`config.mk`:
```
export PLATFORM = sky130hd
export DESIGN_NAME = seven_seg_scan_driver
export DESIGN_NICKNAME = d
export VERILOG_FILES = /design/src/rtl/seven_seg_scan_driver.sv
export SDC_FILE = /design/constraint.sdc
export NUM_CORES = 1
export LEC_CHECK = 0
export ABC_AREA = 1
export BUFFER_PORTS_ARGS = -buffer_cell sky130_fd_sc_hd__clkbuf_2
export CORE_UTILIZATION = 50
export DETAILED_ROUTE_END_ITERATION = 12
export HOLD_SLACK_MARGIN = 0.12
export PLACE_DENSITY = 0.76
export SYNTH_ARGS = -nofsm -noshare
export SYNTH_HDL_FRONTEND = slang
export SYNTH_SLANG_ARGS = --single-unit
```
`constraint.sdc`:
```
create_clock -name Clk -period 1.88 [get_ports Clk]
set_input_delay 0.188 -clock Clk [delete_from_list [all_inputs] [get_ports Clk]]
set_output_delay 0.188 -clock Clk [all_outputs]
set_load 0.05 [all_outputs]
```
`src/rtl/seven_seg_scan_driver.sv`:
```
// Purpose : time-multiplexes a 28-bit active-low segment word onto a 4-digit common-anode display.
// Latency : outputs registered, one cycle behind the scan counters; a captured frame shows on each digit after its blank.
// Backpres: none; Enable low blanks the display and parks the scan at its start point, frame is kept.
module seven_seg_scan_driver #(
    parameter int SLOT_CYCLES  = 50000,
    parameter int BLANK_CYCLES = 1000
) (
    input  logic        Clk,
    input  logic        Rst,
    input  logic        Enable,
    input  logic [27:0] Seven_seg,
    output logic [6:0]  Seg_n,
    output logic [3:0]  Digit_n,
    output logic [1:0]  Digit_idx,
    output logic        Frame_start
);

    localparam int CNT_W = $clog2(SLOT_CYCLES);
    localparam logic [CNT_W-1:0] SLOT_MAX  = CNT_W'(SLOT_CYCLES - 1);
    localparam logic [CNT_W-1:0] BLANK_END = CNT_W'(BLANK_CYCLES);

    // Slot phase is a pure function of the slot counter: blank first, then lit.
    typedef enum logic {
        PH_BLANK,
        PH_ON
    } phase_t;

    logic [CNT_W-1:0] slot_cnt;
    logic [CNT_W-1:0] slot_cnt_nxt;
    logic [1:0]       digit;
    logic [1:0]       digit_nxt;
    logic [3:0][6:0]  frame;
    logic [3:0][6:0]  frame_nxt;
    logic [6:0]       seg_nxt;
    logic [3:0]       digit_sel_nxt;
    logic             frame_start_nxt;
    logic             slot_end;
    logic             frame_top;
    phase_t           phase;

    // Decode where we are in the slot and in the frame.
    always_comb begin
        slot_end  = (slot_cnt == SLOT_MAX);
        frame_top = (slot_cnt == '0) && (digit == 2'd0);
        phase     = (slot_cnt < BLANK_END) ? PH_BLANK : PH_ON;
    end

    // Next-state and next-output logic, evaluated from the pre-edge state.
    always_comb begin
        slot_cnt_nxt    = slot_cnt;
        digit_nxt       = digit;
        frame_nxt       = frame;
        seg_nxt         = 7'h7F;
        digit_sel_nxt   = 4'hF;
        frame_start_nxt = 1'b0;
        if (!Enable) begin
            // Park at the frame start so re-enabling captures immediately.
            slot_cnt_nxt = '0;
            digit_nxt    = 2'd0;
        end else begin
            frame_start_nxt = frame_top;
            if (frame_top) begin
                frame_nxt = Seven_seg;
            end
            if (phase == PH_ON) begin
                digit_sel_nxt = ~(4'b0001 << digit);
                seg_nxt       = frame[digit];
            end
            if (slot_end) begin
                slot_cnt_nxt = '0;
                digit_nxt    = digit + 2'd1;
            end else begin
                slot_cnt_nxt = slot_cnt + CNT_W'(1);
            end
        end
    end

    // State and output registers; reset overrides everything, including Enable.
    always_ff @(posedge Clk) begin
        if (Rst) begin
            slot_cnt    <= '0;
            digit       <= 2'd0;
            frame       <= 28'hFFFFFFF;
            Seg_n       <= 7'h7F;
            Digit_n     <= 4'hF;
            Digit_idx   <= 2'd0;
            Frame_start <= 1'b0;
        end else begin
            slot_cnt    <= slot_cnt_nxt;
            digit       <= digit_nxt;
            frame       <= frame_nxt;
            Seg_n       <= seg_nxt;
            Digit_n     <= digit_sel_nxt;
            Digit_idx   <= digit;
            Frame_start <= frame_start_nxt;
        end
    end

endmodule

```
======== After elaboration in Yosys (flattened, before gate mapping) ========
Index checks and enable logic that the tools add are counted.
operators by class
  add/subtract/negate cells ............... 2
  magnitude comparators ................... 2
  equality and inequality tests ........... 1
  shift operators ......................... 1
  multiplexer cells ....................... 2
  bitwise gates (word level) .............. 2
  reductions and logical operators ........ 7
operator list
  kind                                                                    count
  16-bit by 1-bit adder with 16-bit output, second input constant         1
  16-bit == test, second input constant                                   1
  16-bit logical NOT                                                      1
  16-bit by 10-bit < comparator with 1-bit output, second input constant  1
  7-bit binary-select mux with 2-bit select                               1
  7-bit 2-to-1 mux                                                        1
  3-bit OR reduction                                                      2
  4-bit NOT                                                               1
  1-bit by 2-bit << shifter with 4-bit output, first input constant       1
  2-bit by 3-bit < comparator with 1-bit output, second input constant    1
  2-bit by 1-bit adder with 2-bit output, second input constant           1
  2-bit logical NOT                                                       1
  2-bit AND reduction                                                     1
  2-bit OR reduction                                                      1
  1-bit logical AND                                                       1
  1-bit NOT                                                               1
word-level totals
  bits in registers ....................... 60
  input bits .............................. 31
  word-level logic and storage cells ...... 27

======== Logic depth before layout (Yosys ltp) ========
  depth after elaboration ................. 3
  depth in mapped cells ................... 11

======== Worst setup path after synthesis ========
No wires, ideal clock.
  kind .................................... reg-to-reg
  start point ............................. reg digit[0]
  end point ............................... reg frame[10] (netlist name)
  setup time .............................. 0.064 ns
  arrival time ............................ 1.728 ns
  required time ........................... 1.816 ns
  path slack .............................. 0.088 ns
  cell stages (with the launch flop) ...... 11
  period minus slack after synthesis ...... 1.792 ns
  path through ............................ dfxtp_1 > buf_2 > inv_1 > clkbuf_1 > ha_1 > nand2_1 > nor2_1 > buf_2 > buf_2 > nand4_1 > nand3_1
between the ends
  word-level cells in the longest chain between the ends .. 3
ends and longest elaborated chain
  element                               line  source
  start: declaration                    30    logic [1:0] digit;
  start signal: assignment              90    digit <= digit_nxt;
  2-bit logical NOT                     44    frame_top = (slot_cnt == '0) && (digit == 2'd0);
  1-bit logical AND                     44
  2-bit AND reduction (no source line)  --
  end signal: assignment                91    frame <= frame_nxt;
  end: declaration                      32    logic [3:0][6:0] frame;
Every way passes these cells.
A chain may end at the register's enable or synchronous reset.

======== Worst setup path after layout ========
  start point ............................. reg slot_cnt[0]
  end point ............................... reg frame[23] (netlist name)
between the ends
  word-level cells in the longest chain between the ends .. 3
ends and longest elaborated chain
  element                               line  source
  start: declaration                    28    logic [CNT_W-1:0] slot_cnt;
  start signal: assignment              89    slot_cnt <= slot_cnt_nxt;
  16-bit logical NOT                    44
  1-bit logical AND                     44
  2-bit AND reduction (no source line)  --
Every way passes these cells.

==> impl_results.md <==
- Outcome: finished clean
- Post-synth top area share: roughly 44%
- Netlist cell types: 23
- CP endpoint kind: flip-flop
- Sw Ratio: between 20% and 30%
- Reg power frac: approximately half
- Num CTS Buffers: 9
- DP Worst Slack: 0.310 ns
- CTS-repair resized insts: 0
- Final Critical Period: 1.61 ns
- Die width: 75.6 µm
- DR vias: 2,612
- I/O pin count: between 40 and 50
- Clock transition at path regs: 0.07 ns
- Fmax: a little over 0.6 GHz
- Pre-antenna DRT Iters: 4
- H-Tree Level Count: 3
- DRT iter0 DRCs: 155
- Crit path cell chain: inv_1 -> ha_1 -> inv_1 -> nor2_1 -> nand2_1 -> nor2_1 -> buf_4 -> nand4_1 -> nand3_1
- Area after DPL: between 2000 and 3000 µm²
- Count of pins over their slew limit: 0
- Die Area: 5710 µm²
- Hold Vio Cnt, Final: 0
- Die Y-Extent: 75.6 µm
- Initial antenna violation count: 0
- ANT nets after route: 0
- Detailed Place HPWL: 4.36 mm
- Core area: 5170 µm²
- Setup Skew: 0.00688 ns
- Synth Register Bits: 60
- RSZ-0062 raised after global routing: false
- Seq/Total Area, Yosys: around 44%
- Total Wirelength: 6.41 mm
- Setup_tns: 0 ns
- CP startpoint kind: flip-flop
- Synth top area cells: dfxtp_1 (44%), nand4_1 (9.5%), nand2_1 (9.3%)
- Ys flop type: dfxtp_1
- Synth area leader: dfxtp_1
- Worst Setup Slack, final: around 0.27 ns
- Syn Inst Count: 366
- CP max stage cell: dfxtp_1
- Clock buffer depth: 2
- CTS tree: built
- First-pass GRT wire length: 10.4 mm
- Req. time, crit path: 2.16 ns
- CP peak stage delay: between 0.3 and 0.4 ns
- Fraction of layout cells with a size suffix above 1: 19.0%
- Post-CTS Setup Bufs: 0
- Port bufs: 44
- Pwr Density: 835 nW/µm²
- Switching power: 0.685 mW
- DRC Markers: 0
- P_leak: 1.44 nW
- Placed Cells: 473
- CP Max Fanout: 16
- Final Setup Violations: 0
- Internal power: 2.08 mW
- Synth cell count leaders: nand2_1 (67), nor2_1 (67), dfxtp_1 (60), nand4_1 (41), nand3_1 (40)
- Vias in the first global route: 2,297
- Clock Latency Late Sink: 0.34 ns
- Routed wire per std cell: 12.8 µm
- Mapped Nets: a little over 400
- FF-to-FF setup slack: 0.27 ns
- Logic pwr share: under 10%
- Initial core utilization: a little over half
- Async SR Flop Fraction: 0%
- Clock Sinks: 60
- Nets: roughly 460
- Non-filler cells, final: 502
- Worst slew pin tran: 0.463 ns
- Mean Syn Cell Area: 7.40 µm²
- CP Class: reg2reg
- Max-Cap Viols: 0
- Slew margin rel.: 69.1%
- Number of flops mapped to enable cells by yosys: 0
- Vias/cell: ~5.2
- Area grow syn2layout: 22.2%
- Clock power frac: 42.2%
- Max VDD drop: 0.534 mV
- Placement Rows: 26
- Final Instance Area: 3310 µm²
- Total power: 2.76 mW
- GPL Wtd Cong: 0.869
- Post-Synthesis Cell Area: 2710 µm²
- N_diodes: 0
- Fin crit share: 85.8%
- YS warnings: 0
- Largest net degree at the start of global routing: 29
- Total grt overflow: 0
- CTS Root Cell: clkbuf_8
- Data arrival, critical path: approximately 1.9 ns
- HP Class: in2reg
- Global-route usage over all layers: 24.8%
[cell families (layout without fill, tap and decap cells)]
group | after synthesis | after routing | synth area share [%]
AOI/OAI and AO/OA | 27 | 27 | 5.08
xor gates and xnor gates | 5 | 5 | 1.62
adders and majority gates | 6 | 6 | 2.77
buffers and inverters | 46 | 112 | 8.73
DFF | 60 | 60 | 44.4
and+or+nand+nor | 222 | 222 | 37.4
[path summary, 6_finish.rpt]
check / cells past startpoint / end / start
min: 3 / frame[15] / Seven_seg[15]
max reg2reg: 9 / frame[23] / slot_cnt[0]
min reg2reg: 2 / frame[11] / frame[11]
max: 9 / frame[23] / slot_cnt[0]
[layout make-up]
cell class	instances	area, µm²
fill	461	1860
multi-input combinational	260	1270
sequential	60	1200
timing repair buffer	71	455
clock buffer	10	138
inverter	25	93.8
tap	70	87.6
clock inverter	6	63.8
[per-stage QoR]
stage          util, %  hold slack, ns
6_report          64.0           0.124
3_5_place_dp      57.6           0.443
5_1_grt           64.0           0.121
4_1_cts           63.8           0.121
3_3_place_gp      57.6           0.433
2_1_floorplan        -           0.260
[placed cells by master (no fill, tap or decap), types with 3 or more instances in the layout]
| cell | instances |
|---|---|
| dfxtp_1 | 60 |
| inv_1 | 22 |
| dlygate4sd3_1 | 13 |
| nor2_1 | 67 |
| nand3_1 | 40 |
| nand2_1 | 67 |
| buf_4 | 14 |
| xnor2_1 | 3 |
| ha_1 | 6 |
| a21oi_1 | 10 |
| clkbuf_8 | 10 |
| o21ai_0 | 16 |
| nand4_1 | 41 |
| clkbuf_2 | 44 |
[registers in the layout, summed over array words and instances (netlist names)]
| name | count |
|---|---|
| frame | 28 |
| slot_cnt | 16 |
| Digit_idx | 2 |
| Digit_n | 4 |
| Seg_n | 7 |
| digit | 2 |
| Frame_start | 1 |
[worst max-delay path, delay by kind of cell, from the launching register on]
family                     cells  cell delay, ns
adders and majority gates      1            0.14
and+or+nand+nor                5            0.66
buffers and inverters          3            0.38
DFF                            1            0.37
[power by group through the flow]
| stage | registers, mW | logic [mW] | clock network (mW) |
|---|---|---|---|
| final | 1.35 | 0.243 | 1.17 |
| after global routing | 1.36 | 0.274 | 1.25 |
| after CTS | 1.35 | 0.240 | 1.18 |
| after detailed placement | 1.38 | 0.219 | 0 |
| after global placement | 1.38 | 0.213 | 0 |
| after floorplan | 1.38 | 0.154 | 0 |
[metal layers]
metal | up-vias | global-route usage [%] | share of wire, %
met4 | 0 | 10.1 | 1.6
met1 | 1191 | 31.6 | 45
met2 | 72 | 38.6 | 47
li1 | 1340 | - | -
met5 | - | 0 | 0
met3 | 9 | 8.33 | 5.9
[what timing repair did]
action	in CTS	in global routing
hold buffers	12	1
setup endpoints to repair	0	0
hold endpoints to repair	14	1
No activity file was read; power rests on OpenSTA's default activity.
